**src/rtl/im_arb_pkg.sv**
```systemverilog
// Shared types and constants for the instruction/data memory arbiter.
// Source encoding matches the memory mux_sel input.
package im_arb_pkg;

  typedef enum logic [1:0] {
    IDLE    = 2'd0,
    WR      = 2'd1,
    RD      = 2'd2,
    RD_WAIT = 2'd3
  } im_arb_state_t;

  localparam logic SRC_ALU   = 1'b0;
  localparam logic SRC_REG   = 1'b1;
  localparam int   IM_ADDR_W = 10;

endpackage

```
**src/rtl/rr_arb2.sv**
```systemverilog
// Two-way round-robin picker: one-hot grant, bit 0 = ALU, bit 1 = register path.
// Combinational, no backpressure of its own.
module rr_arb2
  import im_arb_pkg::*;
(
  input  logic [1:0] req_valid,
  input  logic       last_grant,
  output logic [1:0] grant
);

  always_comb begin
    grant = req_valid;
    // On a tie the requester that did not win last time goes first.
    if (req_valid == 2'b11) begin
      grant = (last_grant == SRC_REG) ? 2'b01 : 2'b10;
    end
  end

endmodule

```
**src/rtl/im_arbiter.sv**
```systemverilog
// Shares the single-port IM between ALU writeback and register load/store.
// Write: 1 access cycle; read: rsp RD_LAT cycles after readEn. Ready only in IDLE.
module im_arbiter
  import im_arb_pkg::*;
#(
  parameter int ADDR_W = IM_ADDR_W,
  parameter int RD_LAT = 1
) (
  input  logic              clk,
  input  logic              rst,
  input  logic              alu_valid,
  output logic              alu_ready,
  input  logic [ADDR_W-1:0] alu_addr,
  input  logic              reg_valid,
  output logic              reg_ready,
  input  logic              reg_we,
  input  logic [ADDR_W-1:0] reg_addr,
  output logic              reg_rsp_valid,
  output logic              mem_readEn,
  output logic              mem_writeEn,
  output logic              mem_mux_sel,
  output logic [ADDR_W-1:0] mem_address,
  output logic              busy
);

  localparam int CNT_W = 2;

  im_arb_state_t    state;
  logic             last_grant;
  logic [CNT_W-1:0] lat_cnt;
  logic [1:0]       grant;
  logic             idle;

  rr_arb2 u_pick (
    .req_valid  ({reg_valid, alu_valid}),
    .last_grant (last_grant),
    .grant      (grant)
  );

  assign idle      = (state == IDLE);
  assign alu_ready = idle & grant[0];
  assign reg_ready = idle & grant[1];

  // Address and source are latched straight into the memory-facing registers.
  always_ff @(posedge clk or negedge rst) begin
    if (!rst) begin
      state         <= IDLE;
      last_grant    <= SRC_REG;
      lat_cnt       <= '0;
      reg_rsp_valid <= 1'b0;
      mem_readEn    <= 1'b0;
      mem_writeEn   <= 1'b0;
      mem_mux_sel   <= SRC_ALU;
      mem_address   <= '0;
      busy          <= 1'b0;
    end else begin
      case (state)
        IDLE: begin
          if (grant != 2'b00) begin
            busy        <= 1'b1;
            last_grant  <= grant[1] ? SRC_REG : SRC_ALU;
            mem_mux_sel <= grant[1] ? SRC_REG : SRC_ALU;
            mem_address <= grant[1] ? reg_addr : alu_addr;
            if (grant[1] && !reg_we) begin
              state      <= RD;
              mem_readEn <= 1'b1;
            end else begin
              state       <= WR;
              mem_writeEn <= 1'b1;
            end
          end
        end
        WR: begin
          state       <= IDLE;
          mem_writeEn <= 1'b0;
          busy        <= 1'b0;
        end
        RD: begin
          state         <= RD_WAIT;
          mem_readEn    <= 1'b0;
          lat_cnt       <= CNT_W'(RD_LAT - 1);
          reg_rsp_valid <= (RD_LAT == 1);
        end
        RD_WAIT: begin
          // The pulse is raised one cycle ahead so it lines up with lat_cnt == 0.
          if (lat_cnt == '0) begin
            state         <= IDLE;
            reg_rsp_valid <= 1'b0;
            busy          <= 1'b0;
          end else begin
            lat_cnt       <= lat_cnt - 1'b1;
            reg_rsp_valid <= (lat_cnt == CNT_W'(1));
          end
        end
        default: state <= IDLE;
      endcase
    end
  end

endmodule
```
**config.mk**
```make
export PLATFORM = sky130hd
export DESIGN_NAME = im_arbiter
export DESIGN_NICKNAME = d
export VERILOG_FILES = /design/src/rtl/im_arb_pkg.sv /design/src/rtl/rr_arb2.sv /design/src/rtl/im_arbiter.sv
export SDC_FILE = /design/constraint.sdc
export NUM_CORES = 1
export LEC_CHECK = 0
export CAP_MARGIN = 25
export CORE_MARGIN = 3
export CORE_UTILIZATION = 25
export DETAILED_ROUTE_END_ITERATION = 10
export DONT_BUFFER_PORTS = 1
export GPL_TIMING_DRIVEN = 0
export PLACE_DENSITY_LB_ADDON = 0.1
export SLEW_MARGIN = 20
export SYNTH_ARGS = -nofsm -noshare
export SYNTH_HDL_FRONTEND = slang
export SYNTH_SLANG_ARGS = --single-unit
```
**constraint.sdc**
```tcl
create_clock -name clk -period 2 [get_ports clk]
set_input_delay 0.2 -clock clk [delete_from_list [all_inputs] [get_ports clk]]
set_output_delay 0.2 -clock clk [all_outputs]
set_load 0.005 [all_outputs]
```
==> summary.md, run 1 <==
| Metric | Value |
|---|---|
| Status | `completed` |
| Share of cells above drive strength 1 | `between 15 and 20%` |
| Min Tclk post-route | `1.42 ns` |
| Max-slew headroom | `66.5%` |
| Ys async rst share | `100%` |
| RSZ-0062 raised after global routing | `no` |
| Drt drc | `0` |
| Initial antenna violation count | `0` |
| Maxcap violations | `0` |
| Post-CTS Setup Bufs | `0` |
| Clock Pin Slew Worst Setup and Hold Paths | `around 0.090 ns` |
| # resized after CTS | `0` |
| PD cells | `1520 nW/um^2` |
| Post-DP Area | `1070 um^2` |
| Synth Net Count | `133` |
| Dpl hpwl | `1880 um` |
| CTS tree | `yes` |
| DR vias | `810` |
| WL/cell | `16.2 um` |
| CP max stage delay | `0.36 ns` |
| CP Capture Type | `primary output` |
| Max frequency | `0.706 GHz` |
| Seq/Total Area, Yosys | `49.8%` |
| IO Count | `42` |
| Rows | `22` |
| DR pass1 iterations | `4` |
| Post-synth EDFFs | `0` |
| Setup Skew | `0.00894 ns` |
| Final setup fails | `0` |
| N_diodes | `0` |
| PnR Total Power | `1.77 mW` |
| Reg area | `502 um^2` |
| Initial Util | `approximately a quarter` |
| R2r setup slk | `around 0.66 ns` |
| Final setup margin | `roughly 0.58 ns` |
| Type of origin of the critical path | `register` |
| Leak pwr | `between 0.4 and 0.5 nW` |
| Clk_lat worst skew | `about 0.27 ns` |
| DP Worst Slack | `between 0.6 and 0.7 ns` |
| Crit path required time | `between 1.5 and 2 ns` |
| Hold_buf cts | `2` |
| Synth Warn # | `0` |
| Setup TNS | `0 ns` |
| Worst min path class | `in2reg` |
| Initial DRC count | `30` |
| Netlist cell types | `31` |
| Setup CP Type | `reg2out` |
| WHS Endpoint | `mem_address[3]` |
| Period utilization | `70.8%` |
| #FFs+latches synth | `20` |
| Fill cell count | `394` |
| First-pass GRT wire length | `4220 um` |
| Final nets | `141` |
| Final wirelength | `2610 um` |
| Most used DFF post-synth | `dfrtp_1` |
| Vias in the first global route | `815` |
| Core ar. | `3770 um^2` |
| Total grt overflow | `0` |
| Max clock buf depth | `2` |
| Fin Hold WS | `between 0.06 and 0.07 ns` |
| Worst r2r path cells | `3` |
| Worst-Margin Slew | `between 0.4 and 0.5 ns` |
| Die Area | `4830 um^2` |
| Multi-input logic area | `445 um^2` |
| Worst r2r src | `state[1]` |
| VDD IR max | `0.593 mV` |
| PortBufs | `0` |
| Vias per cell | `5.03` |
| Area growth syn-to-layout | `15.5%` |
| Crit path max-delay cell type | `dfrtp_1` |
| Overall Global Routing Usage | `11.0%` |
| Final Slew Violations | `0` |
| Gpl congestion | `roughly 0.76` |
| Num CTS Buffers | `3` |
| Crit path cell chain | `buf_4 -> nor2_2 -> nand2_1 -> nor2_1` |
| Min-delay src | `alu_addr[3]` |
| Fin area | `about 1200 um^2` |
| Crit path max fanout | `9` |
| Final Hold Viols | `0` |
| CTS Root Cell | `clkbuf_8` |
| Most frequent cells in the layout | `nand2_1, dfrtp_1, a21oi_1, a31oi_1, inv_1` |
| Post-Syn Area per Cell | `9.51 um^2` |
| Antenna viol nets, final | `0` |
| Synthesized area | `1010 um^2` |
| Most common cell after layout, fill and taps aside | `nand2_1` |
| R2R Path End | `mem_address[4]` |
| Largest net degree at the start of global routing | `21` |
| Cells after Synth | `about 110` |
| Cells on Worst Hold Path | `2` |
| CTS sink cnt | `20` |
| DIE WIDTH | `roughly 70 um` |
| Height of the die | `69.5 um` |
| WP data arrival | `roughly 1.2 ns` |
| H-tree depth | `1` |
## worst max-delay path: cells and delay by family (launching register included)
family                 cells  cell delay (ns)
and+or+nand+nor            3             0.43
buffers and inverters      1             0.17
DFF                        1             0.36
## sequential cells by signal, summed over array words and instances, names as in the netlist
signal and count:
busy 1, mem_writeEn 1, reg_rsp_valid 1, mem_mux_sel 1, last_grant 1, lat_cnt 2, mem_readEn 1, mem_address 10
state 2
## where the power goes
part / internal (mW) / switching, mW / total, mW / leakage, nW
Sequential: 0.600 / 0.143 / 0.742 / 0.236
Combinational: 0.254 / 0.359 / 0.613 / 0.226
Clock: 0.267 / 0.149 / 0.416 / 0.0357
Total: 1.12 / 0.651 / 1.77 / 0.497
## cell type report
cell class                      instances  area share [%]
Buffer                                  5            3.65
Clock inverter                          1            2.58
Multi-Input combinational cell         76            38.2
Sequential cell                        20            43.1
Timing Repair Buffer                    3            2.15
Inverter                                5            1.61
Tap cell                               48            5.16
Clock buffer                            3            3.54
## synth_stat cells, types with 2 or more instances
library cell	n	area, um^2
dfrtp_1	19	475
nor2b_1	2	12.5
nand2_1	26	97.6
ha_1	2	25.0
a22o_1	2	17.5
inv_1	5	18.8
nor2_1	3	11.3
a31oi_1	10	62.6
a21bo_2	2	20.0
a21oi_1	10	50.1
o21ai_0	3	15.0
buf_6	2	22.5
buf_4	2	15.0
## stage by stage
stage,utilization [%],std cells
2_1_floorplan,-,106
3_3_place_gp,28.3,154
3_5_place_dp,28.3,154
4_1_cts,30.8,160
5_1_grt,30.9,161
6_report,30.9,161
## layer usage
| metal | track usage (%) | vias up | share of wire (%) |
|---|---|---|---|
| li1 | - | 385 | - |
| met1 | 13.5 | 389 | 43 |
| met2 | 17.5 | 34 | 48 |
| met3 | 4.93 | 2 | 8.5 |
| met4 | 3.25 | 0 | 0.69 |
| met5 | 0 | - | 0 |
## cells by family (layout without fill, tap and decap cells)
| family | after synthesis | after routing | share of synthesized area [%] |
|---|---|---|---|
| flip-flops | 20 | 20 | 49.8 |
| AND/OR/NAND/NOR | 38 | 38 | 17.6 |
| adder cells (fa/ha/maj) | 2 | 2 | 2.48 |
| buffers and inverters | 10 | 17 | 6.08 |
| AO/OA/AOI/OAI | 36 | 36 | 24.1 |
## worst max path at each step
stage | start | end | slack (ns) | cells past startpoint
3_3_place_gp | state[1] | mem_address[5] | 0.69 | 3
6_report | state[0] | alu_ready | 0.58 | 4
5_1_grt | state[0] | alu_ready | 0.47 | 4
2_1_floorplan | lat_cnt[1] | lat_cnt[1] | 0.85 | 5
3_5_place_dp | state[1] | mem_address[4] | 0.65 | 3
4_1_cts | state[0] | alu_ready | 0.57 | 4
No activity file was read; power rests on OpenSTA's default activity.
==> run 2: changes to the inputs <==
==> constraint.sdc (replaced) <==
create_clock -name clk -period 1.45 [get_ports clk]
set_input_delay 0.145 -clock clk [delete_from_list [all_inputs] [get_ports clk]]
set_output_delay 0.145 -clock clk [all_outputs]
set_load 0.005 [all_outputs]
==> summary.md, run 2 (synthesis gave the netlist of run 1 again) <==
| Metric | Value |
|---|---|
| Crit path required time | `1.31 ns (was 1.80 ns)` |
| Rows | `22 (unchanged)` |
| Largest net degree at the start of global routing | `21 (unchanged)` |
| Final nets | `143 (was 141)` |
| Num CTS Buffers | `3 (unchanged)` |
| Type of origin of the critical path | `register (unchanged)` |
| Gpl congestion | `0.759 (unchanged)` |
| Most frequent cells in the layout | `nand2_1, dfrtp_1, a21oi_1, a31oi_1, inv_1 (unchanged)` |
| CTS tree | `yes (unchanged)` |
| Overall Global Routing Usage | `11.1% (was 11.0%)` |
| DR vias | `817 (was 810)` |
| VDD IR max | `0.818 mV (was 0.593 mV)` |
| CTS Root Cell | `clkbuf_8 (unchanged)` |
| Layout Cells excl Fill | `163 (was 161)` |
| Die Area | `4830 um^2 (unchanged)` |
| Final wirelength | `2610 um (about the same)` |
| Clk_lat worst skew | `0.27 ns (about the same)` |
| Vias per cell | `5.01 (was 5.03)` |
| H-tree depth | `1 (unchanged)` |
| DP Cell Count | `154 (unchanged)` |
| IO Count | `42 (unchanged)` |
| PD cells | `2070 nW/um^2 (was 1520 nW/um^2)` |
| Antenna viol nets, final | `0 (unchanged)` |
| Worst min path class | `in2reg (unchanged)` |
| Fin Hold WS | `0.0161 ns (was 0.0652 ns)` |
| Setup CP Type | `reg2out (unchanged)` |
| WL/cell | `16.0 um (was 16.2 um)` |
| Min Tclk post-route | `~1.4 ns` |
| N_diodes | `0 (unchanged)` |
| Worst r2r path cells | `3 (unchanged)` |
| Worst setup path endpoint | `alu_ready (unchanged)` |
| Initial DRC count | `34 (was 30)` |
| Vias in the first global route | `817 (was 815)` |
| PortBufs | `0 (unchanged)` |
| First-pass GRT wire length | `4240 um (was 4220 um)` |
| CP Capture Type | `primary output (unchanged)` |
| Worst-Margin Slew | `0.502 ns (was 0.499 ns)` |
| Max clock buf depth | `2 (unchanged)` |
| Core ar. | `3770 um^2 (unchanged)` |
| Initial Util | `26.7% (unchanged)` |
| Setup TNS | `0 ns (unchanged)` |
| Total grt overflow | `0 (unchanged)` |
| Height of the die | `69.5 um (unchanged)` |
| Status | `completed (unchanged)` |
| Period utilization | `93.9%` |
| Leak pwr | `0.506 nW (was 0.497 nW)` |
| Dpl hpwl | `1880 um (unchanged)` |
| Most common cell after layout, fill and taps aside | `nand2_1 (unchanged)` |
| Largest register FFs | `10 (unchanged)` |
| Setup Skew | `0.00909 ns (was 0.00894 ns)` |
| Register with the most flip-flops | `mem_address (unchanged)` |
| Area growth syn-to-layout | `17.5% (was 15.5%)` |
| CTS sink cnt | `20 (unchanged)` |
| Max-slew headroom | `66.3% (was 66.5%)` |
| Top flop regs | `mem_address: 10 flops, lat_cnt: 2 flops, state: 2 flops (unchanged)` |
| Drt drc | `0 (unchanged)` |
| Maxcap violations | `0 (unchanged)` |
| Worst r2r src | `state[1] (unchanged)` |
| DIE WIDTH | `69.5 um (unchanged)` |
| Critical path launch point | `state[0] (unchanged)` |
| R2R Path End | `mem_address[4] (unchanged)` |
| R2r setup slk | `0.11 ns (was 0.66 ns)` |
| Post-CTS Setup Bufs | `0 (unchanged)` |
| Max frequency | `0.734 GHz` |
| DR pass1 iterations | `4 (unchanged)` |
| Final Slew Violations | `0 (unchanged)` |
| Final setup fails | `0 (unchanged)` |
| Initial antenna violation count | `0 (unchanged)` |
| Crit path max fanout | `9 (unchanged)` |
| RSZ-0062 raised after global routing | `yes (was no)` |
| Final Hold Viols | `0 (unchanged)` |
| Clock Pin Slew Worst Setup and Hold Paths | `0.09 ns (about the same)` |
| WP data arrival | `1.22 ns (about the same)` |
| Share of cells above drive strength 1 | `16.5% (was 16.8%)` |
-- run 2: worst min path at each step --
| stage | from | to | slack [ns] | cells after the start |
|---|---|---|---|---|
| after CTS | alu_addr[9] | mem_address[9] | 0.007 | 2 |
| after global placement | rst | mem_address[6] | -0.15 | 0 |
| after detailed placement | rst | mem_address[6] | -0.15 | 0 |
| final | alu_addr[1] | mem_address[1] | 0.02 | 2 |
| after floorplan | rst | busy | -0.15 | 0 |
| after global routing | alu_addr[9] | mem_address[9] | 0.004 | 2 |
-- run 2: worst max-delay path: stages, from the launching register on --
cell and delay [ns]:
dfrtp_1 0.36, buf_4 0.17, nor2_2 0.19, nand2_1 0.10, nor2_1 0.14
-- run 2: metrics by stage --
stage / power (mW) / cell area [um^2] / utilization [%] / setup slack [ns]
after global placement: 1.86 / 1070 / 28.3 / 0.140
final: 2.45 / 1180 / 31.4 / 0.0884
after floorplan: 1.66 / 1010 / - / 0.304
after global routing: 2.64 / 1180 / 31.4 / -0.0280
after CTS: 2.49 / 1170 / 31.0 / 0.0768
after detailed placement: 1.89 / 1070 / 28.3 / 0.0958
-- run 2: area by class of cell --
cell class,instances,area [um^2]
well taps,48,60.1
fillers,393,2590
multi-input cells,76,445
clock inverters,1,30.0
flip-flops and latches,20,502
inverters,5,18.8
plain buffers,5,42.5
clock buffers,3,41.3
repair buffers,5,45.0
-- run 2: layer usage --
metal / global-route usage [%] / up-vias / wire (um)
met2: 17.5 / 30 / 1250
met5: 0 / - / 0
met1: 13.6 / 396 / 1150
li1: - / 389 / -
met3: 4.93 / 2 / 200
met4: 3.25 / 0 / 18
-- run 2: what timing repair did --
action,CTS,global route
hold buffers,3,2
resized for setup,0,0
endpoints found under the setup margin,0,2
hold endpoints to repair,22,20
-- run 2: power breakdown --
part / switching (mW) / internal [mW] / total, mW
sequential: 0.197 / 0.827 / 1.02
combinational: 0.496 / 0.355 / 0.851
clock: 0.206 / 0.369 / 0.575
total: 0.899 / 1.55 / 2.45
==> run 3: changes to the inputs <==
--- a/config.mk
+++ b/config.mk
@@ -15,4 +15,5 @@
 export SLEW_MARGIN = 20
 export SYNTH_ARGS = -nofsm -noshare
 export SYNTH_HDL_FRONTEND = slang
+export SYNTH_HIERARCHICAL = 1
 export SYNTH_SLANG_ARGS = --single-unit
==> summary.md, run 3 <==
| Metric | Value |
|---|---|
| Status | `complete, but fails checks (was completed)` |
| Failing checks | `negative setup slack` |
| Synth Warn # | `6 (was 0)` |
| Reg area | `502 um^2 (unchanged)` |
| Largest net degree at the start of global routing | `21 (unchanged)` |
| #FFs+latches synth | `20 (unchanged)` |
| Core ar. | `4060 um^2 (was 3770 um^2)` |
| Final setup margin | `-0.0439 ns (was 0.0884 ns)` |
| Drt drc | `0 (unchanged)` |
| Multi-input logic area | `524 um^2 (was 445 um^2)` |
| Maxcap violations | `0 (unchanged)` |
| VDD IR max | `0.575 mV (was 0.818 mV)` |
| Post-synth top area cell | `dfrtp_1 (unchanged)` |
| WP data arrival | `1.64 ns (was 1.22 ns)` |
| PnR Total Power | `2.54 mW (was 2.45 mW)` |
| CTS sink cnt | `20 (unchanged)` |
| Die Area | `5070 um^2 (was 4830 um^2)` |
| RSZ-0062 raised after global routing | `yes (unchanged)` |
| PortBufs | `0 (unchanged)` |
| Setup CP Type | `reg2reg (was reg2out)` |
| Final Slew Violations | `0 (unchanged)` |
| Post-Syn Area per Cell | `13.1 um^2 (was 9.51 um^2)` |
| Max frequency | `0.669 GHz (was 0.734 GHz)` |
| Overall Global Routing Usage | `8.61% (was 11.1%)` |
| Netlist cell types | `27 (was 31)` |
| Top-count cell post-synth | `dfrtp_1 (was nand2_1)` |
| Height of the die | `71.2 um (was 69.5 um)` |
| Adder-Cell Fraction of Synth Area | `2.36% (was 2.48%)` |
| Initial Util | `26.2% (was 26.7%)` |
| Clk_lat worst skew | `0.26 ns (was 0.27 ns)` |
| Antenna viol nets, final | `0 (unchanged)` |
| DIE WIDTH | `71.2 um (was 69.5 um)` |
| Type of origin of the critical path | `register (unchanged)` |
| Synthesized area | `1060 um^2 (was 1010 um^2)` |
| Seq/Total Area, Yosys | `47.2% (was 49.8%)` |
| Rows | `23 (was 22)` |
| Vias in the first global route | `650 (was 817)` |
| CTS tree | `yes (unchanged)` |
| Largest family of logic cells by synthesized area | `multiplexers (was compound AO/OA/AOI/OAI gates)` |
| Worst-Margin Slew | `0.480 ns (was 0.502 ns)` |
| Dpl hpwl | `1490 um (was 1880 um)` |
| H-tree depth | `1 (unchanged)` |
| Initial DRC count | `18 (was 34)` |
| Fill cell count | `415 (was 393)` |
| Final Hold Viols | `0 (unchanged)` |
| Leak pwr | `0.601 nW (was 0.506 nW)` |
| Most frequent cells in the layout | `dfrtp_1, mux2_4, inv_1, mux2_2, buf_4 (was nand2_1, dfrtp_1, a21oi_1, a31oi_1, inv_1)` |
| Initial antenna violation count | `0 (unchanged)` |
| Min Tclk post-route | `1.49 ns (was 1.36 ns)` |
| Most common cell after layout, fill and taps aside | `dfrtp_1 (was nand2_1)` |
| Share of cells above drive strength 1 | `53.3% (was 16.5%)` |
| Post-Synth Simple-Gate Area | `4.95% (was 17.6%)` |
| DR pass1 iterations | `3 (was 4)` |
| Num CTS Buffers | `3 (unchanged)` |
| Top flop regs | `mem_address: 10 flops, lat_cnt: 2 flops, state: 2 flops (unchanged)` |
| DR vias | `611 (was 817)` |
| Synth Area in XOR/XNOR | `0% (unchanged)` |
| Period utilization | `103% (was 93.9%)` |
| Cells after Synth | `81 (was 106)` |
| Mux share of post-synthesis cell area | `27.4% (was 0%)` |
| Max clock buf depth | `2 (unchanged)` |
| Max-slew headroom | `68.0% (was 66.3%)` |
| DP Worst Slack | `-0.0897 ns (was 0.0958 ns)` |
| First-pass GRT wire length | `3400 um (was 4240 um)` |
| Crit path max fanout | `10 (was 9)` |
| CTS Root Cell | `clkbuf_8 (unchanged)` |
| Gpl congestion | `0.614 (was 0.759)` |
| Most used DFF post-synth | `dfrtp_1 (unchanged)` |
| Area growth syn-to-layout | `20.8% (was 17.5%)` |
| Largest register FFs | `10 (unchanged)` |
| Post-synth EDFFs | `0 (unchanged)` |
| Post-synth top cells | `dfrtp_1, mux2_4, inv_1 (was nand2_1, dfrtp_1, a21oi_1, a31oi_1, inv_1)` |
| N_diodes | `0 (unchanged)` |
| Register with the most flip-flops | `mem_address (unchanged)` |
| Worst min path class | `in2reg (unchanged)` |
| IO Count | `42 (unchanged)` |
| CP Capture Type | `register (was primary output)` |
| Top cell type's share of synthesized area | `44.8% (was 47.1%)` |
| Total grt overflow | `0 (unchanged)` |
| Synth Net Count | `108 (was 133)` |
| Final nets | `120 (was 143)` |
| Synth top area cells | `dfrtp_1, mux2_4, mux2_2 (was dfrtp_1, nand2_1, a31oi_1)` |
| Synth Area in Compound Gates | `10.6% (was 24.1%)` |
| Setup Skew | `0.00337 ns (was 0.00909 ns)` |
| Ys async rst share | `100% (unchanged)` |
| Final wirelength | `2140 um (was 2610 um)` |
| Vias per cell | `4.30 (was 5.01)` |
| Clock Pin Slew Worst Setup and Hold Paths | `0.08 ns (was 0.09 ns)` |
| Crit path required time | `1.59 ns (was 1.31 ns)` |
| PD cells | `1980 nW/um^2 (was 2070 nW/um^2)` |
| Final setup fails | `10 (was 0)` |
| WL/cell | `15.0 um (was 16.0 um)` |
==> run 3: worst max-delay path, cell delays in order (launching register included) <==
cell      delay [ns]
dfstp_2         0.58
inv_2           0.04
a21boi_2        0.14
o21a_2          0.17
buf_12          0.15
mux2_4          0.30
==> run 3: through the flow <==
step	std cells	cell area, um^2	setup TNS, ns	hold WS [ns]	utilization (%)
CTS	139	1230	-0.539	0.129	30.4
global route	142	1280	-1.01	0.137	31.6
detailed placement	131	1140	-0.785	-0.150	28.0
global placement	131	1140	-0.831	-0.150	28.0
finish	142	1280	-0.384	0.124	31.6
floorplan	81	1070	-0.298	-0.151	-
==> run 3: report_power, final <==
group          internal [mW]  switching [mW]  total [mW]  leakage, nW
logic                  0.652           0.427        1.08        0.334
registers              0.829           0.196        1.03        0.238
clock network          0.242           0.193       0.435       0.0288
==> run 3: worst paths after layout <==
| check | startpoint | to | slack (ns) | cells past startpoint |
|---|---|---|---|---|
| max | last_grant | mem_address[3] | -0.04 | 5 |
| max reg2reg | last_grant | mem_address[3] | -0.04 | 5 |
| min | reg_we | state[0] | 0.12 | 2 |
| min in group asynchronous | rst | mem_address[9] | 0.39 | 2 |
| max in group asynchronous | rst | last_grant | 0.71 | 2 |
| min reg2reg | lat_cnt[1] | lat_cnt[1] | 0.49 | 2 |
==> run 3: repair_timing <==
action,4_1_cts,5_1_grt
resized for setup,4,8
hold buffers,1,1
setup buffers,4,2
setup endpoints to repair,10,14
hold endpoints to repair,20,19
pin swaps,2,2
cloned,0,0
==> run 3: final cells by class <==
class / count / share of cell area, %
flip-flops and latches: 20 / 39.1
multi-input cells: 49 / 40.8
clock buffers: 4 / 4.29
well taps: 50 / 4.87
inverters: 7 / 2.05
repair buffers: 8 / 4.97
plain buffers: 4 / 3.90
==> run 3: per-layer routing <==
| metal | share of wire [%] | wire (um) | GRT usage, % |
|---|---|---|---|
| met5 | 0 | 0 | 0 |
| met4 | 0.42 | 9 | 1.25 |
| met1 | 44 | 946 | 10.4 |
| met3 | 9.2 | 197 | 4.83 |
| met2 | 46 | 981 | 13.8 |
==> run 3: cells by family after synthesis <==
| family | after synthesis |
|---|---|
| adder cells (fa/ha/maj) | 2 |
| AND/OR/NAND/NOR | 10 |
| flip-flops | 20 |
| AO/OA/AOI/OAI | 16 |
| multiplexers | 21 |
| buffers and inverters | 12 |
